**src/rtl/verisc_pkg.sv**
```systemverilog
// Shared VeriRISC definitions: default bus widths, opcode constants and the
// memory responder state encoding.
package verisc_pkg;

    localparam int VERISC_AWIDTH = 5;
    localparam int VERISC_DWIDTH = 8;

    localparam logic [2:0] OP_HLT = 3'd0;
    localparam logic [2:0] OP_SKZ = 3'd1;
    localparam logic [2:0] OP_ADD = 3'd2;
    localparam logic [2:0] OP_AND = 3'd3;
    localparam logic [2:0] OP_XOR = 3'd4;
    localparam logic [2:0] OP_LDA = 3'd5;
    localparam logic [2:0] OP_STO = 3'd6;
    localparam logic [2:0] OP_JMP = 3'd7;

    typedef enum logic [1:0] {
        MEM_IDLE  = 2'd0,
        MEM_READ  = 2'd1,
        MEM_WRITE = 2'd2
    } mem_state_t;

endpackage

```
**src/rtl/verisc_mem_array.sv**
```systemverilog
// Word store with asynchronous clear, preload-over-bus write muxing per word
// and a combinational read port (the caller registers the read data).
module verisc_mem_array
    import verisc_pkg::*;
#(
    parameter int AWIDTH = VERISC_AWIDTH,
    parameter int DWIDTH = VERISC_DWIDTH
) (
    input  logic              clk,
    input  logic              rst,
    input  logic              bus_we,
    input  logic [AWIDTH-1:0] bus_addr,
    input  logic [DWIDTH-1:0] bus_data,
    input  logic              init_we,
    input  logic [AWIDTH-1:0] init_addr,
    input  logic [DWIDTH-1:0] init_data,
    input  logic [AWIDTH-1:0] rd_addr,
    output logic [DWIDTH-1:0] rd_word
);

    localparam int DEPTH = 1 << AWIDTH;

    logic [DWIDTH-1:0] mem [DEPTH];

    // Preload wins only on the word it targets; a bus write elsewhere still lands.
    always_ff @(posedge clk or posedge rst) begin
        if (rst) begin
            for (int i = 0; i < DEPTH; i++) begin
                mem[i] <= '0;
            end
        end else begin
            for (int i = 0; i < DEPTH; i++) begin
                if (init_we && init_addr == AWIDTH'(i)) begin
                    mem[i] <= init_data;
                end else if (bus_we && bus_addr == AWIDTH'(i)) begin
                    mem[i] <= bus_data;
                end
            end
        end
    end

    assign rd_word = mem[rd_addr];

endmodule

```
**src/rtl/verisc_bus_memory.sv**
```systemverilog
// VeriRISC bus-side memory responder: one write per wr strobe, registered reads,
// sticky protocol-error flag. Optional write protection via MEM_WR_PROTECT_EN.
module verisc_bus_memory
    import verisc_pkg::*;
#(
    parameter int AWIDTH    = VERISC_AWIDTH,
    parameter int DWIDTH    = VERISC_DWIDTH,
    parameter int PROT_BASE = 24
) (
    input  logic              clk,
    input  logic              rst,
    input  logic [AWIDTH-1:0] addr,
    input  logic [DWIDTH-1:0] wr_data,
    input  logic              rd,
    input  logic              wr,
    input  logic              data_e,
    input  logic              init_we,
    input  logic [AWIDTH-1:0] init_addr,
    input  logic [DWIDTH-1:0] init_data,
    output logic [DWIDTH-1:0] rd_data,
    output logic              rd_valid,
    output logic              bus_err
);

`ifdef MEM_WR_PROTECT_EN
    localparam bit PROT_EN = 1'b1;
`else
    localparam bit PROT_EN = 1'b0;
`endif

    localparam logic [AWIDTH:0] PROT_LIM = (AWIDTH + 1)'(PROT_BASE);

    mem_state_t        state;
    logic [DWIDTH-1:0] rd_word;
    logic              prot_hit;
    logic              first_wr;
    logic              bus_we;

    assign prot_hit = PROT_EN && ({1'b0, addr} >= PROT_LIM);
    assign first_wr = wr && !rd && data_e && (state != MEM_WRITE);
    assign bus_we   = first_wr && !prot_hit;

    verisc_mem_array #(
        .AWIDTH (AWIDTH),
        .DWIDTH (DWIDTH)
    ) u_array (
        .clk       (clk),
        .rst       (rst),
        .bus_we    (bus_we),
        .bus_addr  (addr),
        .bus_data  (wr_data),
        .init_we   (init_we),
        .init_addr (init_addr),
        .init_data (init_data),
        .rd_addr   (addr),
        .rd_word   (rd_word)
    );

    always_ff @(posedge clk or posedge rst) begin
        if (rst) begin
            state    <= MEM_IDLE;
            rd_data  <= '0;
            rd_valid <= 1'b0;
            bus_err  <= 1'b0;
        end else begin
            if (rd && wr) begin
                bus_err  <= 1'b1;
                rd_valid <= 1'b0;
                state    <= MEM_IDLE;
            end else if (rd) begin
                rd_data  <= rd_word;
                rd_valid <= 1'b1;
                state    <= MEM_READ;
            end else if (wr) begin
                rd_valid <= 1'b0;
                if (!data_e) begin
                    bus_err <= 1'b1;
                end else if (state != MEM_WRITE) begin
                    // The strobe is consumed even when protection drops the write.
                    if (prot_hit) begin
                        bus_err <= 1'b1;
                    end
                    state <= MEM_WRITE;
                end
            end else begin
                rd_valid <= 1'b0;
                state    <= MEM_IDLE;
            end
        end
    end

endmodule

```
**config.mk**
```make
export PLATFORM = sky130hd
export DESIGN_NAME = verisc_bus_memory
export DESIGN_NICKNAME = d
export VERILOG_FILES = /design/src/rtl/verisc_pkg.sv /design/src/rtl/verisc_mem_array.sv /design/src/rtl/verisc_bus_memory.sv
export SDC_FILE = /design/constraint.sdc
export NUM_CORES = 1
export LEC_CHECK = 0
export ABC_CLOCK_PERIOD_IN_PS = 13200
export BUFFER_PORTS_ARGS = -buffer_cell sky130_fd_sc_hd__buf_2
export CORE_MARGIN = 3
export CORE_UTILIZATION = 64
export CTS_BUF_LIST = sky130_fd_sc_hd__clkbuf_4 sky130_fd_sc_hd__clkbuf_8 sky130_fd_sc_hd__clkbuf_16
export DETAILED_ROUTE_END_ITERATION = 7
export PLACE_DENSITY = 0.81
export SLEW_MARGIN = 20
export SYNTH_ARGS = -nofsm -noshare
export SYNTH_HDL_FRONTEND = slang
export SYNTH_SLANG_ARGS = --single-unit
```
**constraint.sdc**
```tcl
create_clock -name clk -period 13.2 [get_ports clk]
set_input_delay 2.64 -clock clk [delete_from_list [all_inputs] [get_ports clk]]
set_output_delay 2.64 -clock clk [all_outputs]
set_load 0.005 [all_outputs]
```
==> results of run 1 <==
[worst paths after layout]
kind / start / to / slack [ns] / cells after the start
worst max-delay path: addr[1] / u_array.mem[141] / 7.93 / 6
worst min-delay path: bus_err / bus_err / 0.46 / 1
worst max register to register: state[0] / u_array.mem[160] / 10.59 / 6
worst min register to register: bus_err / bus_err / 0.46 / 1
max in group asynchronous: rst / rd_data[3] / 9.36 / 3
min in group asynchronous: rst / bus_err / 2.23 / 2
[per-layer routing]
metal | routed length [um] | vias up | part of all wire (%) | track usage [%]
met5 | 0 | - | 0 | 0
met2 | 25500 | 1333 | 45 | 61.1
met4 | 4020 | 0 | 7.0 | 23.4
li1 | - | 6594 | - | -
met3 | 6910 | 293 | 12 | 9.09
met1 | 20600 | 7728 | 36 | 53.3
[sequential cells by signal, summed over array words and instances (netlist names)]
| signal | cells |
|---|---|
| bus_err | 1 |
| rd_data | 8 |
| rd_valid | 1 |
| state | 2 |
| u_array.mem | 256 |
[critical path: stages]
cell,delay [ns]
buf_4,0.64
buf_4,0.73
nand2b_2,0.66
buf_4,0.47
o31ai_1,0.31
a31oi_1,0.13
[metrics by stage]
stage | hold slack (ns) | power [mW] | worst slack [ns] | cell area (um2)
finish | 0.462 | 2.63 | 7.93 | 17100
global route | 0.506 | 2.71 | 7.76 | 17100
CTS | 0.468 | 2.60 | 8.03 | 17100
detailed placement | 0.451 | 1.75 | 7.44 | 16100
global placement | 0.447 | 1.72 | 7.51 | 16100
floorplan | 0.459 | 1.57 | 3.18 | 16400
[synthesized netlist by cell type, types with 9 or more instances]
cell type	number
a31oi_1	256
a21oi_1	16
clkbuf_1	100
buf_2	98
buf_1	33
dfrtp_1	268
nor2b_1	9
mux4_2	40
mux2i_1	16
nand2_1	46
and3_1	10
nor2_1	245
and2_1	26
buf_4	21
mux2_2	39
nand3_1	240
mux2_1	9
a2bb2oi_1	16
o31ai_1	256
[power breakdown]
group          internal (mW)  leakage, nW  switching, mW
clock                  0.503        0.501          0.358
sequential              1.04         3.20          0.133
combinational          0.269         2.65          0.329
total                   1.81         6.36          0.820
[logic make-up (layout without fill, tap and decap cells)]
logic type | count (synthesis) | count (layout) | share of synthesized area [%]
flip-flops | 268 | 268 | 40.8
AND/OR/NAND/NOR | 610 | 610 | 17.5
AO/OA/AOI/OAI | 578 | 578 | 24.6
multiplexers | 104 | 104 | 9.74
buffers and inverters | 262 | 121 | 7.38
[final cells by class]
type / instances / area (um2)
clock buffers: 45 / 931
fillers: 1896 / 8090
flip-flops and latches: 268 / 6710
well taps: 330 / 413
inverters: 2 / 15.0
clock inverters: 9 / 77.6
multi-input cells: 1292 / 8560
repair buffers: 65 / 388
==> key figures, run 1 <==
Global route
  • First-pass GRT wire length: between 80000 and 90000 um
  • GR Util All Layers: approximately 40%
  • Largest net degree at the start of global routing: around 130
  • Initial antenna violation count: 0
  • Vias in the first global route: ~15000
  • Global route total overflow: 0

CTS
  • CTS tree: built
  • PostCTS Resize Cnt: 0
  • Num CTS Buffers: 30
  • Hold_buf cts: 0
  • Setup bufs post-CTS: 0
  • Worst-skew pair later-pin latency: 0.57 ns
  • Sink Count: 268
  • Clock buffer depth: 3
  • CTS Root Cell: clkbuf_16
  • H-tree Lvls: 1
  • Clk slew on worst S/H paths: approximately 0.060 ns

Die
  • Starting Density: ~65%
  • Chip height: between 150 and 200 um
  • Core area: 0.0252 mm2
  • Die ar.: approximately 0.028 mm2
  • Site row count: 58
  • Io pins: 42
  • Die Wd: ~170 um

STA
  • Fin. max-slew vios: 0
  • Setup violators final: 0
  • Slew @ Worst Pin: approximately 1.1 ns
  • Total negative slack: 0 ns
  • Clk_skew: between 0.01 and 0.015 ns
  • Period utilization: 39.9%
  • RSZ-0062 raised after global routing: false
  • Fin. Hold Viols: 0
  • Rel. slew slack: 28.1%
  • Tmin final: between 5 and 6 ns
  • Max Clk Rate: 190 MHz

Flow run
  • # Max-Cap Violations: 0

Finish
  • Area grow syn2layout: 3.96%
  • Fin nets: ~1700
  • Layout cells sized above 1: between 10% and 20%
  • Most frequent cells in the layout: 268 x dfrtp_1, 256 x o31ai_1, 256 x a31oi_1
  • Ant diodes: 0
  • Post-Layout Cell Count: 2011
  • Commonest non-fill, non-tap cell in the layout: dfrtp_1
  • Fin util: 67.9%

Logic synthesis
  • Synth async-reset ratio: 100%
  • Syn_nets: around 1900
  • Synth area leader: dfrtp_1
  • Top cells by area, synth: dfrtp_1 41%, o31ai_1 12%, a31oi_1 9.7%
  • Cells after Synth: 1822
  • YS warnings: 0
  • Post-synth EDFFs: 0
  • Post-synthesis sequential area ratio: around two fifths
  • Top-area cell type share of the netlist area: 40.8%
  • Mapped cell area: roughly 0.016 mm2
  • Yosys reg bits: around 270
  • Main synth FF type: dfrtp_1
  • Synth cell types: between 40 and 50
  • Syn Area/Cell: ~9.0 um2

Placement
  • Input/output buffers: just over 40
  • DP Wirelength: ~33000 um
  • Placed Instances: around 2000
  • RePlAce Congestion: about 1.0

Status
  • Status: completed

Detailed routing
  • DR iter-0 viols: between 2000 and 3000
  • DR pass1 iterations: 7
  • Antenna Violating Nets Remaining: 0
  • Via count: 15900
  • Drt wl/cell: approximately 28 um
  • Avg Vias per Cell: 7.93
  • # DRC: 0
  • Final wirelength: ~57000 um

Critical path
  • Crit path DAT: 5.69 ns
  • Crit Path Category: in2reg
  • CP required: around 14 ns
  • Setup crit end kind: flop
  • Startpoint types: primary input
  • Critical path fanouts, max: 57

Pwr
  • VDD IR-drop max: ~0.00015 V
  • Power per cell area: 154 mW/mm2
  • Leakage: 6.36 nW

Min path
  • Hold Path Class: reg2reg
Note: power is estimated with default switching activity, not from simulation.
==> run 2: changes to the inputs <==
Settings changed: ABC_CLOCK_PERIOD_IN_PS 13200 to 5300.
Clock period 13.2 ns to 5.3 ns, I/O delays scaled along.
==> run 2 against run 1 <==
Effect of this change: the run now ends with design-rule violations left; clock power up 150%; register-to-register slack worse by 7.5 ns; clock-buffer cell count stayed put; clock skew fell by 0.0048 ns; core utilization grew 0.29 points; routed wire length down 0.14%; cell count grew 0.15%; die area stayed put; via count down 0.18%.
==> key figures, run 2 (synthesis results as in run 1) <==
Detailed routing
  • Avg Vias per Cell: between 7 and 8
  • Final wirelength: 57000 um
  • Via count: between 15000 and 20000
  • # DRC: 9
  • Antenna Violating Nets Remaining: 0
  • DR pass1 iterations: 8
  • Drt wl/cell: approximately 28 um
  • DR iter-0 viols: between 2000 and 3000

Global route
  • Gr busiest metal: met2
  • Largest net degree at the start of global routing: 129
  • Global route total overflow: 0
  • Met3 layer usage reported by global route: 10.9%
  • Vias in the first global route: around 15000
  • Met2 Resource Use GR: between 50% and 60%
  • GR Util met1: between 50% and 60%
  • Initial antenna violation count: 0
  • GR Util All Layers: about 40%
  • First-pass GRT wire length: about 89000 um

Finish
  • Most frequent cells in the layout: 268 x dfrtp_1, 256 x o31ai_1, 256 x a31oi_1
  • Ant diodes: 0
  • Layout cells sized above 1: around an eighth
  • Top reg by flops: u_array.mem
  • Commonest non-fill, non-tap cell in the layout: dfrtp_1
  • Regs by FF count: u_array.mem: 256 flops, rd_data: 8 flops, state: 2 flops
  • Area grow syn2layout: 4.40%
  • Fin nets: ~1700
  • Max reg flops: around 260

CTS
  • Clk slew on worst S/H paths: 0.06 ns
  • Clock buffer depth: 3
  • Setup bufs post-CTS: 0
  • CTS tree: built
  • Sink Count: between 200 and 300
  • Num CTS Buffers: 30
  • H-tree Lvls: 1
  • Hold_buf cts: 0
  • Worst-skew pair later-pin latency: approximately 0.57 ns
  • CTS Root Cell: clkbuf_16
  • PostCTS Resize Cnt: 0

Placement
  • Dpl ws: around 1.7 ns
  • RePlAce Congestion: approximately 1
  • Input/output buffers: just over 40
  • DP Wirelength: 33400 um

STA
  • Fin. max-slew vios: 0
  • Total negative slack: 0 ns
  • Clk_skew: 0.00639 ns
  • Fin. Hold Viols: 0
  • Setup violators final: 0
  • RSZ-0062 raised after global routing: false
  • Tmin final: about 3.1 ns
  • Rel. slew slack: a little over a third
  • Slew @ Worst Pin: 0.971 ns
  • Max Clk Rate: around 320 MHz
  • Period utilization: between 50 and 60%
  • Slack of the critical path: 2.15 ns

Die
  • Starting Density: between 60% and 70%
  • Io pins: 42
  • Site row count: 58
  • Die ar.: around 0.028 mm2
  • Core area: 0.0252 mm2
  • Die Wd: 166 um
  • Chip height: ~170 um

Critical path
  • Crit Path Category: in2reg
  • CP required: approximately 5.8 ns
  • Reg2reg setup slack: just over 3 ns
  • Startpoint types: primary input
  • Setup crit end kind: flop
  • Critical path fanouts, max: 40
  • Crit path DAT: roughly 3.6 ns

Status
  • Status: complete, but fails checks
  • Failing checks: design-rule violations

Pwr
  • VDD IR-drop max: 0.000352 V
  • Leakage: ~6.4 nW
  • Power per cell area: roughly 380 mW/mm2

Flow run
  • # Max-Cap Violations: 0

Min path
  • Hold Path Class: in2async
==> run 2: power breakdown <==
group          switching [mW]  internal (mW)  total [mW]
Combinational           0.818          0.677        1.50
Clock                   0.876           1.24        2.12
Sequential              0.333           2.58        2.91
Total                    2.03           4.50        6.53
==> run 2: path summary, 6_finish.rpt <==
kind	cells after the start	from	to
setup / recovery	6	addr[2]	u_array.mem[172]
hold / removal	2	rst	bus_err
setup reg to reg	5	state[1]	u_array.mem[9]
hold reg to reg	1	bus_err	bus_err
max in group asynchronous	3	rst	u_array.mem[245]
min in group clk	1	bus_err	bus_err
==> run 2: area by class of cell <==
type | count | area [um2]
inverter | 2 | 11.3
tap | 330 | 413
multi-input combinational | 1292 | 8560
fill | 1887 | 8020
sequential | 268 | 6710
clock buffer | 45 | 925
timing repair buffer | 70 | 488
clock inverter | 7 | 60.1
==> run 2: metrics by stage <==
step                      hold WS (ns)  std cells  util [%]  instance area, um2  power [mW]
after floorplan                  0.459       1822         -               16400        3.92
after global placement           0.446       1962      64.2               16200        4.29
after detailed placement         0.456       1962      64.2               16200        4.37
after CTS                        0.444       2014      68.1               17200        6.45
after global routing             0.453       2014      68.2               17200        6.75
final                            0.441       2014      68.2               17200        6.53
==> run 2: per-layer routing <==
metal	routed length (um)	vias to the layer above
met4	4520	0
li1	-	6607
met1	20200	7635
met3	7550	343
met2	24800	1334
met5	0	-
==> run 2: worst max-delay path: stages <==
cell,delay (ns)
buf_2,0.65
buf_4,0.38
nand2b_2,0.58
buf_4,0.55
o31ai_1,0.14
a31oi_1,0.21
